[config.mk]
export PLATFORM = sky130hd
export DESIGN_NAME = ex_mem_skid
export DESIGN_NICKNAME = d
export VERILOG_FILES = /design/src/rtl/ex_mem_skid_pkg.sv /design/src/rtl/ex_mem_skid_sat_counter.sv /design/src/rtl/ex_mem_skid.sv
export SDC_FILE = /design/constraint.sdc
export NUM_CORES = 1
export LEC_CHECK = 0
export CAP_MARGIN = 5
export CORE_UTILIZATION = 53
export CTS_CLUSTER_DIAMETER = 40
export DETAILED_ROUTE_END_ITERATION = 12
export PLACE_DENSITY = 0.86
export SLEW_MARGIN = 20
export SYNTH_ARGS = -nofsm -noshare
export SYNTH_HDL_FRONTEND = slang
export SYNTH_SLANG_ARGS = --single-unit
[constraint.sdc]
create_clock -name clk -period 4.6 [get_ports clk]
set_clock_uncertainty 0.05 [all_clocks]
set_input_delay 0.69 -clock clk [delete_from_list [all_inputs] [get_ports clk]]
set_output_delay 0.69 -clock clk [all_outputs]
set_load 0.02 [all_outputs]
[src/rtl/ex_mem_skid_pkg.sv]
// Shared constants and types for the EX->MEM skid stage.
// Occupancy encodings double as the FSM state values.
package ex_mem_skid_pkg;

  localparam int REG_LEN_DEF      = 32;
  localparam int REG_ADDR_LEN_DEF = 5;
  localparam int CTRL_W_DEF       = 4;
  localparam int CNT_W_DEF        = 16;

  typedef enum logic [1:0] {
    OCC_EMPTY = 2'd0,
    OCC_ONE   = 2'd1,
    OCC_FULL  = 2'd2
  } occ_e;

  // Packed entry layout, MSB first: {rd_data, rd_addr, rd_enable, ctrl}
  function automatic int entry_width(input int reg_len, input int addr_len, input int ctrl_w);
    return reg_len + addr_len + 1 + ctrl_w;
  endfunction

endpackage

[src/rtl/ex_mem_skid_sat_counter.sv]
// Saturating up-counter with synchronous clear; holds at all-ones.
module sat_counter #(
  parameter int WIDTH = 16
) (
  input  logic             clk,
  input  logic             rst,
  input  logic             inc,
  output logic [WIDTH-1:0] count
);

  logic [WIDTH-1:0] count_reg;
  logic             at_max;

  assign at_max = (count_reg == {WIDTH{1'b1}});

  always_ff @(posedge clk) begin
    if (rst) begin
      count_reg <= '0;
    end else if (inc && !at_max) begin
      count_reg <= count_reg + 1'b1;
    end
  end

  assign count = count_reg;

endmodule

[src/rtl/ex_mem_skid.sv]
// EX->MEM pipeline stage with a two-entry (main + skid) valid/ready buffer,
// synchronous flush and a saturating back-pressure cycle counter.
module ex_mem_skid
  import ex_mem_skid_pkg::*;
#(
  parameter int REG_LEN      = REG_LEN_DEF,
  parameter int REG_ADDR_LEN = REG_ADDR_LEN_DEF,
  parameter int CTRL_W       = CTRL_W_DEF,
  parameter int CNT_W        = CNT_W_DEF
) (
  input  logic                    clk,
  input  logic                    rst,
  input  logic                    flush,
  input  logic                    ex_valid,
  output logic                    ex_ready,
  input  logic [REG_LEN-1:0]      ex_rd_data,
  input  logic [REG_ADDR_LEN-1:0] ex_rd_addr,
  input  logic                    ex_rd_enable,
  input  logic [CTRL_W-1:0]       ex_ctrl,
  output logic                    mem_valid,
  input  logic                    mem_ready,
  output logic [REG_LEN-1:0]      mem_rd_data,
  output logic [REG_ADDR_LEN-1:0] mem_rd_addr,
  output logic                    mem_rd_enable,
  output logic [CTRL_W-1:0]       mem_ctrl,
  output logic [1:0]              occupancy,
  output logic [CNT_W-1:0]        stall_cycles
);

  localparam int ENTRY_W = entry_width(REG_LEN, REG_ADDR_LEN, CTRL_W);

  occ_e               state_reg;
  occ_e               state_next;
  logic [ENTRY_W-1:0] main_reg;
  logic [ENTRY_W-1:0] skid_reg;
  logic [ENTRY_W-1:0] ex_entry;
  logic               push;
  logic               pop;
  logic               load_main_ex;
  logic               load_main_skid;
  logic               load_skid;
  logic               stall_inc;

  assign ex_entry = {ex_rd_data, ex_rd_addr, ex_rd_enable, ex_ctrl};
  assign push     = ex_valid & ex_ready;
  assign pop      = mem_valid & mem_ready;

  // State register
  always_ff @(posedge clk) begin
    if (rst) begin
      state_reg <= OCC_EMPTY;
    end else begin
      state_reg <= state_next;
    end
  end

  // Next-state and datapath load selection; flush wins over push/pop
  always_comb begin
    state_next     = state_reg;
    load_main_ex   = 1'b0;
    load_main_skid = 1'b0;
    load_skid      = 1'b0;
    if (flush) begin
      state_next = OCC_EMPTY;
    end else begin
      case (state_reg)
        OCC_EMPTY: begin
          if (push) begin
            state_next   = OCC_ONE;
            load_main_ex = 1'b1;
          end
        end
        OCC_ONE: begin
          if (push && pop) begin
            load_main_ex = 1'b1;
          end else if (push) begin
            state_next = OCC_FULL;
            load_skid  = 1'b1;
          end else if (pop) begin
            state_next = OCC_EMPTY;
          end
        end
        OCC_FULL: begin
          // ex_ready is low here, so only a pop can move the state
          if (pop) begin
            state_next     = OCC_ONE;
            load_main_skid = 1'b1;
          end
        end
        default: state_next = OCC_EMPTY;
      endcase
    end
  end

  // Output decode from registered state only; no mem_ready -> ex_ready path
  always_comb begin
    ex_ready  = (state_reg != OCC_FULL) & ~rst;
    mem_valid = (state_reg != OCC_EMPTY);
    occupancy = state_reg;
  end

  always_ff @(posedge clk) begin
    if (rst) begin
      main_reg <= '0;
      skid_reg <= '0;
    end else begin
      if (load_main_ex) begin
        main_reg <= ex_entry;
      end else if (load_main_skid) begin
        main_reg <= skid_reg;
      end
      if (load_skid) begin
        skid_reg <= ex_entry;
      end
    end
  end

  assign mem_rd_data   = main_reg[ENTRY_W-1 -: REG_LEN];
  assign mem_rd_addr   = main_reg[CTRL_W+1 +: REG_ADDR_LEN];
  assign mem_rd_enable = main_reg[CTRL_W] & mem_valid;
  assign mem_ctrl      = main_reg[CTRL_W-1:0];

  // A flushed cycle is not counted as back-pressure
  assign stall_inc = mem_valid & ~mem_ready & ~flush;

  sat_counter #(
    .WIDTH(CNT_W)
  ) u_stall_counter (
    .clk  (clk),
    .rst  (rst),
    .inc  (stall_inc),
    .count(stall_cycles)
  );

endmodule

# == Yosys cells after proc, flatten, opt, wreduce, memory -nomap -nowiden ==
# Cells that the tools add are included.
# totals
register_bits,102
word_cells,48
output_inout_bits,62
input_bits,47
# classes
n_reduce_logical,8
bitwise,9
n_eq_ne,8
muxes,18
addsub,1
# ops
op,n
2-to-1 mux 42 bit,2
adder 16 x 1 -> 16 bit (second input constant),1
== test 16 bit (second input constant),1
2-to-1 mux 2 bit,5
2-to-1 mux 1 bit,9
!= test 2 bit (second input constant),4
bitwise AND 1 bit,6
one-hot mux 2 bit (3 select lines),1
AND reduction 4 bit,1
nonzero test 2 bit,2
!= test 3 bit (second input constant),1
NOT 1 bit,3
== test 2 x 1 -> 1 bit (second input constant),1
== test 2 bit (second input constant),1
logical AND 1 bit,2
logical NOT 2 bit,1
one-hot mux 1 bit (2 select lines),1
OR reduction 2 bit,1
logical NOT 1 bit,1

# == Depth between registers and ports, before layout ==
# logic_depth
depth_word,8
ltp_mapped,6
depth_no_buf,5

# == By module ==
# From an unflattened synthesis, not the netlist that was laid out.
# hier_totals
hier_cells,591
area_unflattened_um2,5147.4
# modules_own_cells
mod,instances,area_per_inst_um2,seq_area_each_um2,cells_each
ex_mem_skid,1,4314.1,1721.7,495
sat_counter,1,833.3,320.3,96

# == Worst setup path after synthesis ==
# OpenSTA, ideal clock, no wires.
# synth_timing
path_type,input port to flip-flop
from,in mem_ready
to,"reg u_stall_counter.count_reg[13], in the netlist u_stall_counter.count[13]"
path_buffers,0
required_ns,4.427
setup_time_ns,0.123
path_slack_ns,2.710
cell_stages,4
t_arrival_ns,1.716
cell_sequence,nor2_2 nand4b_4 nor4b_1 mux2_1
# synth_between
elab_chain_cells,4
# synth_lines
item,line_no,source
start: declaration,ex_mem_skid.sv:21,"input logic mem_ready,"
NOT 1 bit,ex_mem_skid.sv:124,assign stall_inc = mem_valid & ~mem_ready & ~flush;
bitwise AND 1 bit (2 in series),ex_mem_skid.sv:124,
logical AND 1 bit,ex_mem_skid_sat_counter.sv:19,end else if (inc && !at_max) begin
end signal: assignment,ex_mem_skid_sat_counter.sv:20,count_reg <= count_reg + 1'b1;
end: declaration,ex_mem_skid_sat_counter.sv:11,logic [WIDTH-1:0] count_reg;
# Every way passes these cells.
# A chain may end at the register's enable or synchronous reset.

# == Worst setup path in the final report ==
# layout_timing
from,in rst
to,out ex_ready
# layout_between
elab_chain_cells,2
# layout_lines
item,line_no,source
start: declaration,ex_mem_skid.sv:12,"input logic rst,"
NOT 1 bit,ex_mem_skid.sv:97,ex_ready = (state_reg != OCC_FULL) & ~rst;
bitwise AND 1 bit,ex_mem_skid.sv:97,
end: declaration,ex_mem_skid.sv:15,"output logic ex_ready,"
# Every way passes these cells.

==> results.md <==
* Synth Cell Area at between 0.004 and 0.005 mm²
* Top-area cell type share of the netlist area at between 40% and 50%
* Postcts setup bufs at 0
* Worst vdd ir at approximately 0.18 mV
* Die area at 0.00871 mm²
* HP Start: main_reg[13]
* Antenna violations before repair at 0
* Commonest non-fill, non-tap cell in the layout: nand2_1
* Rel. slew slack at 31.0%
* Max Cap Viol at 0
* Overflow after GRT at 0
* Total power at roughly 1600 µW
* Worst skew pair latency at 370 ps
* Slowest cell on crit path: buf_4
* Area grow syn2layout at 22.6%
* Ant. Diodes at 0
* Area fraction in compound gates after synthesis at 21.1%
* Post-synthesis net count at 576
* DR iter-0 viols at 233
* Crit path largest cell delay at 760 ps
* Top_reg_cell synth: dfxtp_1
* Largest net degree at the start of global routing at 105
* Critical Path RT at between 3000 and 4000 ps
* Pre-CTS worst setup slack at 1230 ps
* Buffers on Ports at 108
* Critical path class: primary input to output port
* Most frequent cells in the layout: nand2_1, clkdlybuf4s50_1, dfxtp_1, a21oi_1, a22oi_1
* Maximum root-to-sink buffer count at 2
* Fmax at 0.298 GHz
* WL final at 10200 µm
* Vias in the first global route at 3522
* Clock tree from TritonCTS: done
* DP Area at 0.00519 mm²
* Clk root buf: clkbuf_8
* Initial Utilization at 56.0%
* Post-synth EDFFs at 0
* Site Rows at 32
* Sequential fraction of the synthesis area at 46.2%
* Final ANT Viol Nets at 0
* Worst R2R Setup Slack at 2310 ps
* # nets final at 622
* Fin. Hold Viols at 0
* Max-slew violation count at 0
* Chip width at 93.3 µm
* Share of post-route cells with drive strength above 1 at 5.87%
* Hold Slack at roughly 410 ps
* Syn Inst Count at 528
* Total GRT Usage at 23.6%
* PostCTS Resize Cnt at 0
* Ports at 109
* CTS Hold Bufs at 0
* DR WL met2 at between 5000 and 6000 µm
* Via count at roughly 4k
* Hold path cells at 2
* Simple-gate share of the synthesized area at between 20 and 25%
* Reg2reg path depth at 5
* Number of remaining DRC errors at 0
* Outcome: finished, final reports clean
* Post-route design area at 0.00542 mm²
* Reg-to-reg startpoint: occupancy[1]
* Post-DR wirelength/cell at 14.9 µm
* DRT Pass-1 Iters at 5
* Sink Count at about 100
* WP buf/inv at 3
* Crit Reg-Reg Endpoint: main_reg[15]
* Syn. warnings at 0
* Worst EP arrival at 2610 ps
* Worst hold endpoint: main_reg[13]
* Synth Register Bits at about 100
* Post-synth cell types at 49
* Final Worst Setup Slack at 1250 ps
* Inserted Clock Buffers at 9
* Critical path's top delay family: buffers and inverters
* Die height at 93.3 µm
* DRT met1 WL at 4240 µm
* Largest family of logic cells by synthesized area: compound AO/OA/AOI/OAI gates
* Top post-synthesis cells by area: dfxtp_1, nand2_1, a21oi_1
* Via density at approximately 5.7
* Cell Chain, Critical Path: buf_4 > inv_1 > and2_1 > clkdlybuf4s50_1
* Synth Area in Adders at 0.283%
* Critical path fanouts, max at 104
* Met3 wire len at 576 µm
* Wire length of the first global-routing pass at between 15000 and 20000 µm
* Tcrit/Tclk final at between 70% and 80%
* Unrepaired setup endpoints after global routing: false
* Clk pin slew, worst setup/hold paths at ~100 ps
* Worst Setup Start Kind: primary input
* Worst Tran Pin Value at 1040 ps
* Core area at between 0.007 and 0.008 mm²
* Setup_tns at 0 ps
* Final setup violation count at 0
* Top sig layer: met4
* Worst setup EP type: output port
* Multiplexer share of the synthesized area at 1.22%
* Largest area contributor in the netlist: dfxtp_1
* Leakage power at 0.00172 µW
* Final Critical Period at between 3000 and 4000 ps
* HP Class: register to register
* Pwr/cell area at 295 mW/mm²
* Xor/xnor share of the synthesized area at 0%
* FFs w/ async S/R, synth at 0%
* CTS HTree Levels at 3
* Post-Syn Area per Cell at 8.37 µm²
* RePlAce Congestion at 0.856
* Dpl hpwl at roughly 6600 µm
[area by class of cell]
| cell class | count | area, µm² |
|---|---|---|
| sequential | 102 | 2040 |
| timing repair buffer | 111 | 1120 |
| multi-input combinational | 345 | 1920 |
| tap | 102 | 128 |
| clock inverter | 7 | 66.3 |
| clock buffer | 9 | 124 |
| inverter | 5 | 18.8 |
| fill | 626 | 2470 |
[layer usage]
metal,vias up,GRT usage (%)
met5,-,0
met4,0,11.7
met3,20,3.50
met2,152,40.6
met1,1822,28.6
li1,1891,-
[synthesized netlist by cell type (2+ instances only)]
cell type	instances
mux2_1	3
and4_1	2
nor2_1	5
buf_4	42
nor4_2	4
nor3_1	3
nand2_1	135
o31ai_1	6
buf_2	12
nor2b_1	2
nand3b_1	2
o41ai_1	3
clkbuf_1	19
nor4_1	2
a22oi_1	42
dfxtp_1	102
nand3_1	4
a21oi_1	92
or4_1	7
buf_1	2
nand4_1	3
inv_1	5
nand2b_1	2
mux2i_1	2
and2_1	3
[logic make-up (layout without fill, tap and decap cells)]
group,count (synthesis),count (layout)
muxes,5,5
DFF,102,102
AOI/OAI and AO/OA,153,153
buffers and inverters,81,132
and+or+nand+nor,186,186
adders and majority gates,1,1
[report_power, final]
part	leakage [µW]	switching, µW	total, µW	internal, µW
clock	0.0000953	331	541	210
combinational	0.000803	77.8	154	76.3
sequential	0.000824	8.93	906	897
total	0.00172	417	1600	1180
[worst reg2reg max path: cells and delay by family (launching register included)]
family	cells	cell delay, ps
buffers and inverters	1	260
AOI/OAI and AO/OA	2	340
DFF	1	480
and+or+nand+nor	2	1010
[how the worst max path moves through the flow]
stage,depth (start not counted),to,startpoint,slack [ps]
4_1_cts,4,ex_ready,rst,1260
3_3_place_gp,5,main_reg[9],flush,1270
3_5_place_dp,5,main_reg[41],flush,1230
6_report,4,ex_ready,rst,1250
5_1_grt,4,ex_ready,rst,1140
2_1_floorplan,4,u_stall_counter.count[13],mem_ready,2710
[stage by stage]
stage	instances	utilization [%]
final	681	68.7
after detailed placement	664	65.8
after floorplan	528	-
after global routing	681	68.7
after CTS	680	68.2
after global placement	664	65.8
Power figures use the tool's default switching activity.
